[src/rtl/lvds_rx_frame_pkg.sv]
// Shared constants, state encoding and word decode helpers for the LVDS RX frame parser.
package lvds_rx_frame_pkg;
   localparam logic [9:0] COMMA1  = 10'b01_0111_1100;
   localparam logic [9:0] COMMA2  = 10'b10_1000_0011;
   localparam logic [9:0] SOF_DEF = 10'h0F5;

   localparam logic [1:0] ERR_NONE  = 2'b00;
   localparam logic [1:0] ERR_CHK   = 2'b01;
   localparam logic [1:0] ERR_LEN   = 2'b10;
   localparam logic [1:0] ERR_ABORT = 2'b11;

   typedef enum logic [1:0] {ST_IDLE, ST_LEN, ST_PAY, ST_CHK} state_t;

   function automatic logic is_comma(input logic [9:0] w);
      return (w == COMMA1) || (w == COMMA2);
   endfunction
endpackage

[src/rtl/lvds_rx_frame_sat_cnt.sv]
// Saturating up-counter used for the frame statistics; sticks at all-ones.
module lvds_sat_cnt #(
   parameter int CNT_W = 16
) (
   input  logic             rx_clk,
   input  logic             rst_n,
   input  logic             inc,
   output logic [CNT_W-1:0] q
);
   always_ff @(posedge rx_clk or negedge rst_n) begin
      if (!rst_n)
         q <= '0;
      else if (inc && (q != {CNT_W{1'b1}}))
         q <= q + 1'b1;
   end
endmodule

[src/rtl/lvds_rx_frame.sv]
// Frame parser behind the LVDS word aligner: strips commas, checks SOF/LEN/payload/CHK
// frames, streams payload out and keeps saturating good/bad frame counts.
module lvds_rx_frame
   import lvds_rx_frame_pkg::*;
#(
   parameter logic [9:0] SOF_WORD  = SOF_DEF,
   parameter int         BAD_LIMIT = 8,
   parameter int         CNT_W     = 16
) (
   input  logic             rx_clk,
   input  logic             rst_n,
   input  logic [9:0]       rx_data,
   input  logic             clk_align_done,
   output logic [9:0]       out_data,
   output logic             out_valid,
   output logic             out_last,
   output logic             frame_ok,
   output logic             frame_err,
   output logic [1:0]       err_code,
   output logic             realign_req,
   output logic [CNT_W-1:0] frame_cnt,
   output logic [CNT_W-1:0] err_cnt
);
   localparam int BW = $clog2(BAD_LIMIT + 1);

   state_t         state, state_nx;
   logic [9:0]     d_q, chk, chk_nx;
   logic [7:0]     rem, rem_nx;
   logic [BW-1:0]  bad_cnt, bad_nx;
   logic [9:0]     data_nx;
   logic           valid_nx, last_nx, ok_nx, err_nx, realign_nx;
   logic [1:0]     code_nx;

   always_ff @(posedge rx_clk or negedge rst_n) begin
      if (!rst_n) begin
         d_q         <= '0;
         state       <= ST_IDLE;
         chk         <= '0;
         rem         <= '0;
         bad_cnt     <= '0;
         out_data    <= '0;
         out_valid   <= 1'b0;
         out_last    <= 1'b0;
         frame_ok    <= 1'b0;
         frame_err   <= 1'b0;
         err_code    <= ERR_NONE;
         realign_req <= 1'b0;
      end else begin
         d_q         <= rx_data;
         state       <= state_nx;
         chk         <= chk_nx;
         rem         <= rem_nx;
         bad_cnt     <= bad_nx;
         out_data    <= data_nx;
         out_valid   <= valid_nx;
         out_last    <= last_nx;
         frame_ok    <= ok_nx;
         frame_err   <= err_nx;
         err_code    <= code_nx;
         realign_req <= realign_nx;
      end
   end

   always_comb begin
      state_nx   = state;
      chk_nx     = chk;
      rem_nx     = rem;
      bad_nx     = bad_cnt;
      data_nx    = '0;
      valid_nx   = 1'b0;
      last_nx    = 1'b0;
      ok_nx      = 1'b0;
      err_nx     = 1'b0;
      code_nx    = ERR_NONE;
      realign_nx = 1'b0;
      // Losing lock overrides everything: abort any open frame and park in IDLE.
      if (!clk_align_done) begin
         state_nx = ST_IDLE;
         bad_nx   = '0;
         if (state != ST_IDLE) begin
            err_nx  = 1'b1;
            code_nx = ERR_ABORT;
         end
      end else begin
         unique case (state)
            ST_IDLE: begin
               if (d_q == SOF_WORD) begin
                  state_nx = ST_LEN;
                  bad_nx   = '0;
               end else if (is_comma(d_q)) begin
                  bad_nx = '0;
               end else if (bad_cnt == BW'(BAD_LIMIT - 1)) begin
                  realign_nx = 1'b1;
                  bad_nx     = '0;
               end else begin
                  bad_nx = bad_cnt + 1'b1;
               end
            end
            ST_LEN: begin
               chk_nx = '0;
               rem_nx = d_q[7:0];
               if (d_q[7:0] == 8'd0) begin
                  err_nx   = 1'b1;
                  code_nx  = ERR_LEN;
                  state_nx = ST_IDLE;
               end else begin
                  state_nx = ST_PAY;
               end
            end
            ST_PAY: begin
               data_nx  = d_q;
               valid_nx = 1'b1;
               chk_nx   = chk ^ d_q;
               rem_nx   = rem - 8'd1;
               if (rem == 8'd1) begin
                  last_nx  = 1'b1;
                  state_nx = ST_CHK;
               end
            end
            ST_CHK: begin
               if (d_q == chk) begin
                  ok_nx = 1'b1;
               end else begin
                  err_nx  = 1'b1;
                  code_nx = ERR_CHK;
               end
               state_nx = ST_IDLE;
            end
            default: state_nx = ST_IDLE;
         endcase
      end
   end

   lvds_sat_cnt #(.CNT_W(CNT_W)) u_frame_cnt (
      .rx_clk (rx_clk),
      .rst_n  (rst_n),
      .inc    (ok_nx),
      .q      (frame_cnt)
   );

   lvds_sat_cnt #(.CNT_W(CNT_W)) u_err_cnt (
      .rx_clk (rx_clk),
      .rst_n  (rst_n),
      .inc    (err_nx),
      .q      (err_cnt)
   );
endmodule

[config.mk]
export PLATFORM = sky130hd
export DESIGN_NAME = lvds_rx_frame
export DESIGN_NICKNAME = d
export VERILOG_FILES = /design/src/rtl/lvds_rx_frame_pkg.sv /design/src/rtl/lvds_rx_frame_sat_cnt.sv /design/src/rtl/lvds_rx_frame.sv
export SDC_FILE = /design/constraint.sdc
export NUM_CORES = 1
export LEC_CHECK = 0
export ABC_AREA = 1
export CAP_MARGIN = 25
export CORE_ASPECT_RATIO = 0.7
export CORE_UTILIZATION = 25
export DETAILED_ROUTE_END_ITERATION = 10
export PLACE_DENSITY = 0.48
export SLEW_MARGIN = 10
export SYNTH_ARGS = -nofsm -noshare
export SYNTH_HDL_FRONTEND = slang
export SYNTH_HIERARCHICAL = 1
export SYNTH_SLANG_ARGS = --single-unit
[constraint.sdc]
create_clock -name rx_clk -period 1.75 [get_ports rx_clk]
set_input_delay 0.35 -clock rx_clk [delete_from_list [all_inputs] [get_ports rx_clk]]
set_output_delay 0.35 -clock rx_clk [all_outputs]
set_load 0.05 [all_outputs]
# After elaboration in Yosys (flattened, before gate mapping)
# Index checks and enable logic that the tools add are counted.
[classes] bitwise=1 n_mux=37 reduce_logical=9 n_addsub=4 eq_ne=14
[ops] operator="16-bit by 1-bit adder with 16-bit output, second input constant" count=2
[ops] operator="16-bit inequality test, second input constant" count=2
[ops] operator="10-bit 2-to-1 mux" count=2
[ops] operator="4-bit 2-to-1 mux" count=5
[ops] operator="10-bit one-hot mux with 2 select lines" count=1
[ops] operator="1-bit 2-to-1 mux" count=18
[ops] operator="8-bit one-hot mux with 2 select lines" count=1
[ops] operator="2-bit 2-to-1 mux" count=7
[ops] operator="10-bit == test" count=1
[ops] operator="10-bit == test, second input constant" count=1
[ops] operator="10-bit by 8-bit == test with 1-bit output, second input constant" count=1
[ops] operator="10-bit by 9-bit == test with 1-bit output, second input constant" count=1
[ops] operator="10-bit XOR" count=1
[ops] operator="8-bit by 1-bit == test with 1-bit output, second input constant" count=1
[ops] operator="8-bit zero test" count=1
[ops] operator="2-bit one-hot mux with 4 select lines" count=1
[ops] operator="8-bit by 1-bit subtractor with 8-bit output, second input constant" count=1
[ops] operator="3-bit inequality test, second input constant" count=2
[ops] operator="4-bit by 1-bit adder with 4-bit output, second input constant" count=1
[ops] operator="2-bit == test, second input constant" count=2
[ops] operator="4-bit by 3-bit == test with 1-bit output, second input constant" count=1
[ops] operator="2-bit one-hot mux with 2 select lines" count=1
[ops] operator="2-bit AND reduction" count=2
[ops] operator="2-bit nonzero test" count=2
[ops] operator="other kinds (6)" count=7
[totals] out_inout_bits=49 regBits=83 wordCells=79

# Logic depth before layout (Yosys ltp)
[depth] word_depth=6 mapped_depth=16 mapped_depth_nobuf=16

# Cells and area by module
# The synthesis kept the hierarchy.
[modules_own_cells] module="lvds_rx_frame" cells_each=284 instances=1 seq_area_each_um2=1276.2 area_per_inst_um2=2409.8
[modules_own_cells] module="lvds_sat_cnt" cells_each=149 instances=2 seq_area_each_um2=400.4 area_per_inst_um2=1058.5

# Worst setup path after synthesis
# No wires, ideal clock.
[synth_path] path_kind="register -> register" startpoint="reg u_err_cnt.q[0]" endpoint="reg u_err_cnt.q[6]" path_slack_ns=-0.076 period_less_slack_ns=1.826 arrival_ns=1.706 n_path_buf=1 setup_ns=0.120 stages_incl_launch_ff=10 cell_sequence="dfrtp_1 -> ha_1 -> inv_2 -> nor2_4 -> nand2_2 -> nor2_4 -> nor2_4 -> buf_6 -> nand2_1 -> nand2_1"
[synth_via] elab_chain_cells=2 word_cells_on_any_way=3
[synth_lines] item="start: declaration" line="lvds_rx_frame_sat_cnt.sv:8" source="output logic [CNT_W-1:0] q"
[synth_lines] item="start signal: assignment" line="lvds_rx_frame_sat_cnt.sv:14" source="q <= q + 1'b1;"
[synth_lines] item="parallel branches: the longest is 2 deep, another holds 16-bit by 1-bit adder with 16-bit output"
# Parallel ways; which one is timed is not known.
# A chain may end at the register's enable or synchronous reset.

# Worst setup path in the final report
[layout_path] startpoint="reg d_q[4]" endpoint="reg u_err_cnt.q[15]"
[layout_via] elab_chain_cells=5 word_cells_on_any_way=7
[layout_lines] item="start: declaration" line="lvds_rx_frame.sv:27" source="logic [9:0] d_q, chk, chk_nx;"
[layout_lines] item="start signal: assignment" line="lvds_rx_frame.sv:49" source="d_q <= rx_data;"
[layout_lines] item="10-bit == test or 8-bit zero test (tied branches)" line="lvds_rx_frame.sv:121, lvds_rx_frame.sv:102"
[layout_lines] item="1-bit 2-to-1 mux, on equally long branches" line="lvds_rx_frame.sv:121, lvds_rx_frame.sv:102"
[layout_lines] item="1-bit one-hot mux with 2 select lines *" line="lvds_rx_frame.sv:85" source="unique case (state)"
[layout_lines] item="1-bit 2-to-1 mux *" line="lvds_rx_frame.sv:77" source="if (!clk_align_done) begin"
[layout_lines] item="via err_nx" line="lvds_rx_frame.sv:31" source="logic valid_nx, last_nx, ok_nx, err_nx, realign_nx;"
[layout_lines] item="1-bit logical AND *" line="lvds_rx_frame_sat_cnt.sv:13" source="else if (inc && (q != {CNT_W{1'b1}}))"
# The timed path passes the listed nets; every way through them passes the cells marked *.

==> results by group <==
Outcome
  • Status: finished, final reports clean

Global route
  • Gr ovfl total: 0
  • Initial antenna violation count: 0
  • Pin count of the biggest net entering global routing: 30
  • GR met1 Demand/Resource: between 20% and 30%
  • Grt met3 use: 2.93%
  • First-pass GRT wire length: 20900 µm
  • Overall Global Routing Usage: between 10 and 15%
  • GR peak layer: met1
  • M2 GR Usage: 20.5%
  • Vias in the first global route: ~4k

Floorplanning
  • Core area: 0.0174 mm²
  • Initial core utilization: 26.0%
  • Die area: around 0.019 mm²
  • I/O pins: 62
  • DIE HEIGHT: 115 µm
  • Cell Rows: 40
  • Die W: ~160 µm

Routing
  • Total number of vias: ~4.2k
  • Final wirelength: 12800 µm
  • DR iter-0 viols: 245
  • Wire length per cell: 13.5 µm
  • Vias per cell: 4.44
  • Drt first pass iters: 5
  • Post-route antenna net violation count: 0
  • DRC viols: 0

Setup path
  • Critical Setup Path Class: reg2reg
  • FF-to-FF setup slack: 0.007 ns
  • Origin of the critical flop-to-flop path: d_q[4]
  • Kind of end point of the critical path: register
  • Worst path required time: 1.99 ns
  • Reg2Reg Depth: 13
  • CP Data Arrival Time: between 1.5 and 2 ns
  • R2r endpoint: u_err_cnt/q[15]
  • Startpoint Class: register
  • Worst-path fanout max: 3

Logic synthesis
  • Syn Nets: 605
  • Syn Inst Count: 582
  • Post-synthesis sequential area ratio: 45.9%
  • Register bit total from synthesis: 83
  • Ys Warns: 6
  • Cell variety after synth: 33
  • Synthesized area: 0.00453 mm²
  • Synthesized area per cell: ~7.8 µm²

Placed design
  • DP Area: approximately 0.0058 mm²
  • Dpl cells: 919
  • Routability cong.: 0.804
  • DP Wirelength: 9360 µm
  • Number of port buffers: 61

Clock network
  • H-tree levels: 3
  • Worst-path clk slew: 0.07 ns
  • TritonCTS clock tree: yes
  • Root buf cell: clkbuf_16
  • Worst-Skew Late Latency: 0.35 ns
  • CTS Buffer Depth: 2
  • CTS Buf Count: 9
  • Clk sink count: 83

Timing
  • Setup tns final: 0 ns
  • Final Hold Viols: 0
  • Max Clk Rate: 574 MHz
  • Max-slew violation count: 0
  • Slew HR: 70.0%
  • Final min period: 1.74 ns
  • Final Cycle Share: 99.6%
  • Final setup viols: 0
  • Worst slew pin tran: 0.448 ns
  • Clock skew: 0.00841 ns
  • Unrepaired setup endpoints after global routing: yes

Cells and area
  • Layout Cells excl Fill: approximately 950
  • Fraction of layout cells with a size suffix above 1: 35.1%
  • ANT cells: 0
  • Final Util: 37.0%
  • # fillers: 1803
  • Design area: 0.00645 mm²
  • # nets final: 734
  • Synth-to-Final Area Change: 42.4%

Power and ir drop
  • Total Power: 0.00757 W
  • PD cells: roughly 1200 mW/mm²
  • Peak supply drop: about 0.75 mV
  • Leak: roughly 3 nW

Worst hold path
  • Hold Crit Class: in2async

Run
  • Max_cap viols: 0
state kept, by name, indices dropped and copies added (netlist names):
signal,count
state,2
chk,10
u_frame_cnt/q,16
bad_cnt,4
d_q,10
out_last,1
frame_ok,1
err_code,2
out_data,10
realign_req,1
frame_err,1
out_valid,1
rem,8
u_err_cnt/q,16
synthesized netlist by cell type, drive strengths merged:
cell type	count	area [µm²]
nand2	209	817
xor2	4	35.0
nor3	7	35.0
clkbuf	1	3.75
and2	1	6.26
o21ai	38	209
inv	62	233
o211ai	1	7.51
nand3b	1	7.51
o22ai	7	43.8
or2	1	6.26
dfrtp	83	2080
a41oi	1	8.76
ha	10	125
nor2	79	384
clkinv	1	3.75
xnor2	12	105
buf	7	62.6
nand4	17	136
a21oi	10	50.1
o21bai	1	7.51
a22o	2	17.5
nand3	27	145
layout by cell type (no fill, tap or decap), types with 2 or more instances in the layout:
cell type and instances:
o22ai_1 7, nand3_4 2, clkdlybuf4s50_1 11, nor2_2 12
xor2_1 3, nand2_1 159, nor3_1 7, nand4_1 15
nand2_4 8, nand2_2 42, clkinv_2 2, buf_12 11
dfrtp_1 77, a22o_1 2, nand3_1 22, clkbuf_16 11
ha_1 9, buf_4 94, dfrtp_2 6, clkinv_4 3
inv_2 20, o21ai_1 14, nand4_4 2, nand3_2 3
nor2_4 15, buf_6 7, xnor2_1 12, o21ai_2 7
a21oi_1 10, o21ai_0 17, nor2_1 52, inv_1 41
how the worst max path moves through the flow:
stage	start	end	slack, ns	depth (start not counted)
floorplan	state[0]	u_err_cnt/q[15]	0.03	11
global placement	d_q[3]	u_frame_cnt/q[15]	-0.23	14
finish	d_q[4]	u_err_cnt/q[15]	0.007	13
global route	d_q[2]	u_err_cnt/q[12]	-0.12	14
CTS	d_q[3]	u_frame_cnt/q[15]	-0.05	14
detailed placement	d_q[3]	u_frame_cnt/q[15]	-0.26	14
worst max-delay path, stage by stage, from the launching register on:
cell and delay, ns:
dfrtp_1 0.41, xor2_1 0.25, nor2_2 0.09, nand3_4 0.13, buf_6 0.11, nand2_4 0.04
nand3_4 0.09, inv_4 0.05, nor2_4 0.08, nand2_2 0.06, nor2_2 0.13, nand3_1 0.09
nand2_1 0.07, inv_1 0.04
metal layers:
layer | wire (µm) | vias to the layer above
met2 | 5360 | 120
met1 | 6550 | 1964
li1 | - | 2111
met4 | 150 | 0
met5 | 0 | -
met3 | 723 | 13
through the flow:
stage | setup slack (ns) | hold WS [ns]
2_1_floorplan | 0.0270 | 0.0544
3_3_place_gp | -0.231 | 0.233
3_5_place_dp | -0.264 | 0.237
4_1_cts | -0.0512 | 0.397
5_1_grt | -0.119 | 0.413
6_report | 0.00723 | 0.406
timing repair:
item	CTS	global route
hold endpoints to repair	13	0
setup buffers	5	4
hold buffers	1	0
endpoints found under the setup margin	32	33
gates resized for setup	19	72
pin swaps	12	34
cloned	0	2
kinds of logic (layout without fill, tap and decap cells):
kind of cell | after synthesis | in the layout | share of synthesized area [%]
flip-flops | 83 | 83 | 45.9
adder cells (fa/ha/maj) | 10 | 10 | 2.76
buffers and inverters | 71 | 205 | 6.69
AND/OR/NAND/NOR | 342 | 342 | 34.0
XOR/XNOR | 16 | 16 | 3.10
AO/OA/AOI/OAI | 60 | 60 | 7.60
cell type report:
type                       instances  area, µm²  area share, %
clock buffer                       9        225           3.49
sequential                        83       2080           32.3
clock inverter                     7       52.6          0.815
multi-input combinational        428       2380           36.9
tap                              231        289           4.48
inverter                          63        239           3.71
timing repair buffer             126       1170           18.2
power by group:
group	switching (W)	total, W	internal, W
logic	0.00187	0.00308	0.00121
clock network	0.000838	0.00181	0.000969
registers	0.000379	0.00269	0.00231
total	0.00309	0.00757	0.00449
No activity file was read; power rests on OpenSTA's default activity.
